### config.mk
export PLATFORM = sky130hd
export DESIGN_NAME = song_sequencer
export DESIGN_NICKNAME = d
export VERILOG_FILES = /design/src/rtl/song_sequencer.sv
export SDC_FILE = /design/constraint.sdc
export NUM_CORES = 1
export LEC_CHECK = 0
export CAP_MARGIN = 20
export CORE_UTILIZATION = 49
export CTS_BUF_LIST = sky130_fd_sc_hd__clkbuf_8 sky130_fd_sc_hd__clkbuf_16
export DETAILED_ROUTE_END_ITERATION = 8
export PLACE_DENSITY = 0.91
export RECOVER_POWER = 100
export SETUP_SLACK_MARGIN = 0.3
export SKIP_CTS_REPAIR_TIMING = 1
export SLEW_MARGIN = 40
export SYNTH_ARGS = -nofsm -noshare
export SYNTH_HDL_FRONTEND = slang
export SYNTH_SLANG_ARGS = --single-unit
### constraint.sdc
create_clock -name clk -period 2.4 [get_ports clk]
set_clock_uncertainty 0.2 [all_clocks]
set_input_delay 0.24 -clock clk [delete_from_list [all_inputs] [get_ports clk]]
set_output_delay 0.24 -clock clk [all_outputs]
set_load 0.01 [all_outputs]
### src/rtl/song_sequencer.sv
// rtl/song_sequencer.sv - song ROM note/wait sequencer feeding the chord synthesizer
// Optional feature: SEQ_LOOP_EN (end marker restarts the song instead of entering DONE)
// Ports:
//   clk       - system clock, rising edge
//   reset     - asynchronous active-low reset
//   play      - level, high = run, low = pause
//   song      - selected song region
//   beat      - one-cycle beat pulse
//   rom_addr  - registered ROM address {song_q, ptr}
//   rom_data  - ROM word, valid one cycle after rom_addr
//   note      - note code, held between issues
//   duration  - note length in beats, held between issues
//   new_note  - one-cycle strobe qualifying note/duration
//   song_done - one-cycle pulse after the end marker is decoded
module song_sequencer #(
  parameter int SONG_BITS = 2,
  parameter int ADDR_BITS = 7
) (
  input  logic                           clk,
  input  logic                           reset,
  input  logic                           play,
  input  logic [SONG_BITS-1:0]           song,
  input  logic                           beat,
  output logic [SONG_BITS+ADDR_BITS-1:0] rom_addr,
  input  logic [15:0]                    rom_data,
  output logic [5:0]                     note,
  output logic [5:0]                     duration,
  output logic                           new_note,
  output logic                           song_done
);

  typedef enum logic [2:0] {
    S_IDLE,
    S_FETCH,
    S_DECODE,
    S_NOTE_OUT,
    S_WAIT,
    S_DONE
  } state_t;

  localparam logic [ADDR_BITS-1:0] PTR_ONE = ADDR_BITS'(1);

  state_t               state, state_d;
  logic [ADDR_BITS-1:0] ptr, ptr_d;
  logic [SONG_BITS-1:0] song_q, song_q_d;
  logic [5:0]           beat_cnt, beat_cnt_d;
  logic [5:0]           note_d, duration_d;
  logic                 new_note_d, song_done_d;

  // Bits [14:12] of a note entry carry no meaning for this block.
  logic unused_rom_bits;
  assign unused_rom_bits = ^rom_data[14:12];

  // ptr wraps inside its region; the song bits never change from a pointer carry.
  assign rom_addr = {song_q, ptr};

  always_ff @(posedge clk or negedge reset) begin
    if (!reset) begin
      state     <= S_IDLE;
      ptr       <= '0;
      song_q    <= '0;
      beat_cnt  <= '0;
      note      <= '0;
      duration  <= '0;
      new_note  <= 1'b0;
      song_done <= 1'b0;
    end else begin
      state     <= state_d;
      ptr       <= ptr_d;
      song_q    <= song_q_d;
      beat_cnt  <= beat_cnt_d;
      note      <= note_d;
      duration  <= duration_d;
      new_note  <= new_note_d;
      song_done <= song_done_d;
    end
  end

  always_comb begin
    state_d     = state;
    ptr_d       = ptr;
    song_q_d    = song_q;
    beat_cnt_d  = beat_cnt;
    note_d      = note;
    duration_d  = duration;
    new_note_d  = 1'b0;
    song_done_d = 1'b0;

    if (song != song_q) begin
      // A song change overrides everything, including a strobe about to issue.
      song_q_d   = song;
      ptr_d      = '0;
      beat_cnt_d = '0;
      state_d    = S_IDLE;
    end else begin
      case (state)
        S_IDLE: begin
          ptr_d = '0;
          if (play) state_d = S_FETCH;
        end
        S_FETCH: begin
          if (play) state_d = S_DECODE;
        end
        S_DECODE: begin
          if (!rom_data[15]) begin
            // The strobe register is loaded here so it is high exactly in NOTE_OUT.
            note_d     = rom_data[11:6];
            duration_d = rom_data[5:0];
            new_note_d = 1'b1;
            state_d    = S_NOTE_OUT;
          end else if (rom_data[5:0] != 6'd0) begin
            beat_cnt_d = rom_data[5:0];
            ptr_d      = ptr + PTR_ONE;
            state_d    = S_WAIT;
          end else begin
            song_done_d = 1'b1;
`ifdef SEQ_LOOP_EN
            ptr_d   = '0;
            state_d = S_FETCH;
`else
            state_d = S_DONE;
`endif
          end
        end
        S_NOTE_OUT: begin
          ptr_d   = ptr + PTR_ONE;
          state_d = S_FETCH;
        end
        S_WAIT: begin
          if (beat && play) begin
            beat_cnt_d = beat_cnt - 6'd1;
            if (beat_cnt <= 6'd1) state_d = S_FETCH;
          end
        end
        S_DONE: begin
          if (!play) state_d = S_IDLE;
        end
        default: state_d = S_IDLE;
      endcase
    end
  end

endmodule

==> results.md <==
- The run finished with clean final reports.
- The area fraction in compound gates after synthesis is 0.1632.
- At the worst endpoint, the required time is 2.36 ns.
- CTS built an H-tree with a depth of 2.
- The cell type contributing the most total cell area after synthesis is sky130_fd_sc_hd__dfrtp_1.
- After detailed routing, the number of remaining DRC violations is 0.
- STA classifies the critical path startpoint as an input port.
- Of the total synthesized cell area, the portion taken by full adders, half adders and majority gates is 0.02092.
- The initial utilization of the core area, before any placement, comes to 0.5253.
- The count of nets left with antenna violations once routing finished came out at 0.
- The global router's overall resource usage is 0.2258.
- The number of global-route vias before repair came to 1497.
- The cell sitting at the root of the clock tree is a sky130_fd_sc_hd__clkbuf_8.
- The overall power consumption is 1.225 mW.
- The global route total overflow is 0.
- The worst register-to-register path has a depth of 4.
- The slowest stage of the critical path is the sky130_fd_sc_hd__dlygate4sd3_1 cell.
- The switching part of the total power is 0.2677.
- Of the cells placed in the final design, the portion with a size suffix greater than 1 is 0.1408.
- The number of rows created at floorplan is 21.
- The worst hold path stage count is 1.
- The worst relative slew slack is 0.4670.
- The worst slack at placement is 0.1429 ns.
- The share of total power dissipated in sequential elements is 0.494.
- During synthesis, Yosys emitted a total of 0 warnings.
- The share of synthesized registers carrying an async set or reset is 1.000.
- The CTS sink count is 32.
- The internal power consumption is 897.3 µW.
- The kind of path behind the tightest hold check is flip-flop to flip-flop.
- At the pin with the least slew margin, the transition time is 0.7994 ns.
- The flop and latch count out of synthesis is 32.
- The routed via count divided by cell count is 5.826.
- The placed cell area is 0.002285 mm².
- The dominant combinational cell family by area after synthesis is simple AND/OR/NAND/NOR gates.
- Summed over all cells, the static leakage comes to 1.060 nW.
- For this design the total switching power over the nets is 328.0 µW.
- Of the total power, the clock network draws 0.314.
- The worst setup path is captured at a flip-flop.
- The first global-routing pass estimated 6803 µm of wire.
- The CTS tree is done.
- The wire-length estimate of the detail-placed layout is 2889 µm.
- The final setup TNS is 0 ns.
- In this run the number of cells on the critical path is 6.
- The overall via count from detail_route is 1509.
- The combinational fraction of design power is 0.192.
- The routed wire length is 4038 µm.
- The area fraction of the dominant cell type after synthesis is 0.4463.
- The pin count of the biggest net entering global routing is 33.
- The average footprint of a synthesized cell is 10.87 µm².
- In this run the count of I/O pins placed on the die edge is 45.
- Routability-driven placement finished with a final weighted congestion of 0.8772.
- The arrival time reported for the critical path endpoint is 2.14 ns.
- Across the VDD grid, the largest voltage drop is 432.7 µV.
- In this design, the stage delay of the slowest critical-path cell is 0.57 ns.
- The number of buffers and inverters on the critical path is 2.
- The setup path with the least slack is of type input port to flip-flop.
- The signal on the critical path passes through dlygate4sd3_1 -> xor2_1 -> or3_1 -> nor2_1 -> buf_12 -> mux2_2.
- The commonest cells after synthesis are 32 x sky130_fd_sc_hd__dfrtp_1, 12 x sky130_fd_sc_hd__nand2_1, 8 x sky130_fd_sc_hd__mux2_2, 8 x sky130_fd_sc_hd__nor2_1.
- By area the synthesized netlist is led by sky130_fd_sc_hd__dfrtp_1 45%, sky130_fd_sc_hd__mux2_2 5.0%, sky130_fd_sc_hd__mux2i_1 3.3%.
- After the first detailed-routing iteration, the DRC count stood at 80.
- In the final design database the tool counted 238 nets.
- The maximum buffer depth of the clock tree is 2.
- The net count of the mapped netlist is 190.
- Among cell families on the critical path, the largest total delay comes from buffers and inverters.
- The initial antenna violation count is 0.
- The post-synth design cell area is 0.001794 mm².
- The post-synthesis to final-layout area growth is 29.71%.
- Power spread over the standard cell area amounts to 526.5 mW/mm².
- The floorplan step set the die height to 62.51 µm.
- Of the total synthesized cell area, the portion taken by AND, OR, NAND and NOR gates is 0.2085.
- The final-report max-slew violation count is 0.
- The share of the Yosys chip area taken by registers is 0.4463.
- The die covers 0.003908 mm².
- The clock latency on the worst-skew pair is 0.28 ns.
- The most common cell in the synthesized netlist is sky130_fd_sc_hd__dfrtp_1.
- Setup repair after global routing left no endpoint under its margin.
- The most used flip-flop cell after synthesis is sky130_fd_sc_hd__dfrtp_1.
- The clock period minus worst slack is 2.180 ns.
- The portion of the clock cycle consumed by the worst path in the final layout is 0.9084.
- The least setup slack across all paths after layout is 0.2197 ns.
- In this run, synthesis inferred 0 flip-flops with an integrated enable.
- At the end of the flow the core is filled with cells to 0.6813.
- The pre-antenna-repair detailed-routing pass consisted of 4 iterations.
- In the final routed layout, each cell accounts on average for 15.59 µm.
- The maximum clock rate is 458.7 MHz.
- The total area inside the core boundary comes to 0.003416 mm².
- Clock-pin slew was measured on the worst setup and hold paths at 0.06 ns.
- Port buffering added 41 buffers.
- The distinct cell type count of the synthesized netlist is 54.
- The repair_antennas step left the layout with diodes totalling 0.
- Of the total synthesized cell area, the portion taken by XOR and XNOR cells is 0.009763.
- The floorplan step set the die width to 62.51 µm.
- Along the worst path, the maximum fanout reaches 10.
- Counting every instance in the synthesized netlist gives 165.
- Across the run, the number of max-cap violations was 0.
- With fillers left out, the area of the finished cells amounts to 0.002327 mm².
- Setup violations remaining at the end of the flow were counted as 0.
- The mux cell area share after synthesis is 0.1088.
- The count of final hold-check violations was 0.
- The TritonCTS buffer count is 5.
==> cell families after synthesis <==
group / Yosys count
fa+ha+maj: 3
xor+xnor: 2
flops: 32
buf+inv: 15
compound gates: 38
simple gates: 57
mux: 18
==> routing by layer <==
layer  track usage  wire (µm)  part of all wire  vias to the layer above
met5             0          0                 0                        -
met4       0.08721         65             0.016                        0
met3       0.06022        222             0.055                        7
met2        0.3533       1931              0.48                       60
met1        0.2981       1818              0.45                      734
li1              -          -                 -                      708
==> cell usage in the layout (no fill, tap or decap), types with 2 or more instances in the layout <==
cell | netlist | final
sky130_fd_sc_hd__nor2_1 | 8 | 9
sky130_fd_sc_hd__or4_4 | 2 | 2
sky130_fd_sc_hd__nor4_1 | 2 | 2
sky130_fd_sc_hd__mux2_1 | 4 | 4
sky130_fd_sc_hd__xor2_1 | 2 | 2
sky130_fd_sc_hd__a211oi_1 | 2 | 2
sky130_fd_sc_hd__nand3_1 | 7 | 7
sky130_fd_sc_hd__nand2b_1 | 3 | 3
sky130_fd_sc_hd__nand3b_1 | 2 | 2
sky130_fd_sc_hd__clkdlybuf4s50_1 | 0 | 15
sky130_fd_sc_hd__dfrtp_1 | 32 | 31
sky130_fd_sc_hd__a21oi_1 | 7 | 7
sky130_fd_sc_hd__a41oi_1 | 2 | 2
sky130_fd_sc_hd__mux2i_1 | 6 | 6
sky130_fd_sc_hd__a311oi_1 | 4 | 4
sky130_fd_sc_hd__mux2_2 | 8 | 8
sky130_fd_sc_hd__inv_1 | 7 | 8
sky130_fd_sc_hd__buf_4 | 1 | 5
sky130_fd_sc_hd__clkbuf_8 | 0 | 5
sky130_fd_sc_hd__o32ai_1 | 3 | 3
sky130_fd_sc_hd__or2b_1 | 2 | 2
sky130_fd_sc_hd__nor3_1 | 3 | 3
sky130_fd_sc_hd__o21ai_0 | 5 | 5
sky130_fd_sc_hd__nand2_1 | 12 | 12
sky130_fd_sc_hd__or3_1 | 2 | 2
sky130_fd_sc_hd__ha_1 | 3 | 3
sky130_fd_sc_hd__dlygate4sd3_1 | 0 | 26
==> power groups by stage <==
stage / Sequential (mW) / Clock (mW) / Combinational [mW]
finish: 0.605 / 0.385 / 0.235
global route: 0.611 / 0.418 / 0.255
CTS: 0.607 / 0.392 / 0.258
detailed placement: 0.616 / 0 / 0.256
global placement: 0.613 / 0 / 0.253
floorplan: 0.626 / 0 / 0.102
==> worst register-to-register path, stage by stage (launching register included) <==
cell,delay (ns)
sky130_fd_sc_hd__dfrtp_1,0.48
sky130_fd_sc_hd__or4b_1,0.63
sky130_fd_sc_hd__o211a_1,0.32
sky130_fd_sc_hd__a41oi_1,0.25
sky130_fd_sc_hd__a311oi_1,0.07
==> worst paths after layout <==
check	start	to	slack (ns)
setup / recovery	song[0]	duration[4]	0.22
hold / removal	note[3]	note[3]	0.28
setup reg to reg	state[0]	ptr[4]	0.31
hold reg to reg	note[3]	note[3]	0.28
max in group asynchronous	reset	state[1]	1.07
min in group asynchronous	reset	beat_cnt[3]	0.37
==> state kept, by name, summed over array words and instances, names as in the netlist <==
signal,flops
ptr,7
beat_cnt,6
new_note,1
duration,6
state,3
note,6
song_q,2
song_done,1
==> cell type report <==
cell class | count | area [µm²]
tap | 46 | 57.56
fill | 261 | 1089
timing repair buffer | 49 | 476.7
sequential | 32 | 802.0
clock inverter | 2 | 8.758
multi-input combinational | 118 | 887.1
clock buffer | 5 | 68.82
inverter | 7 | 26.28
==> metrics by stage <==
| stage | hold slack [ns] | instances |
|---|---|---|
| 2_1_floorplan | -0.2556 | 165 |
| 3_3_place_gp | 0.2655 | 252 |
| 3_5_place_dp | 0.2764 | 252 |
| 4_1_cts | 0.1695 | 259 |
| 5_1_grt | 0.3192 | 259 |
| 6_report | 0.2775 | 259 |
Power figures use the tool's default switching activity.
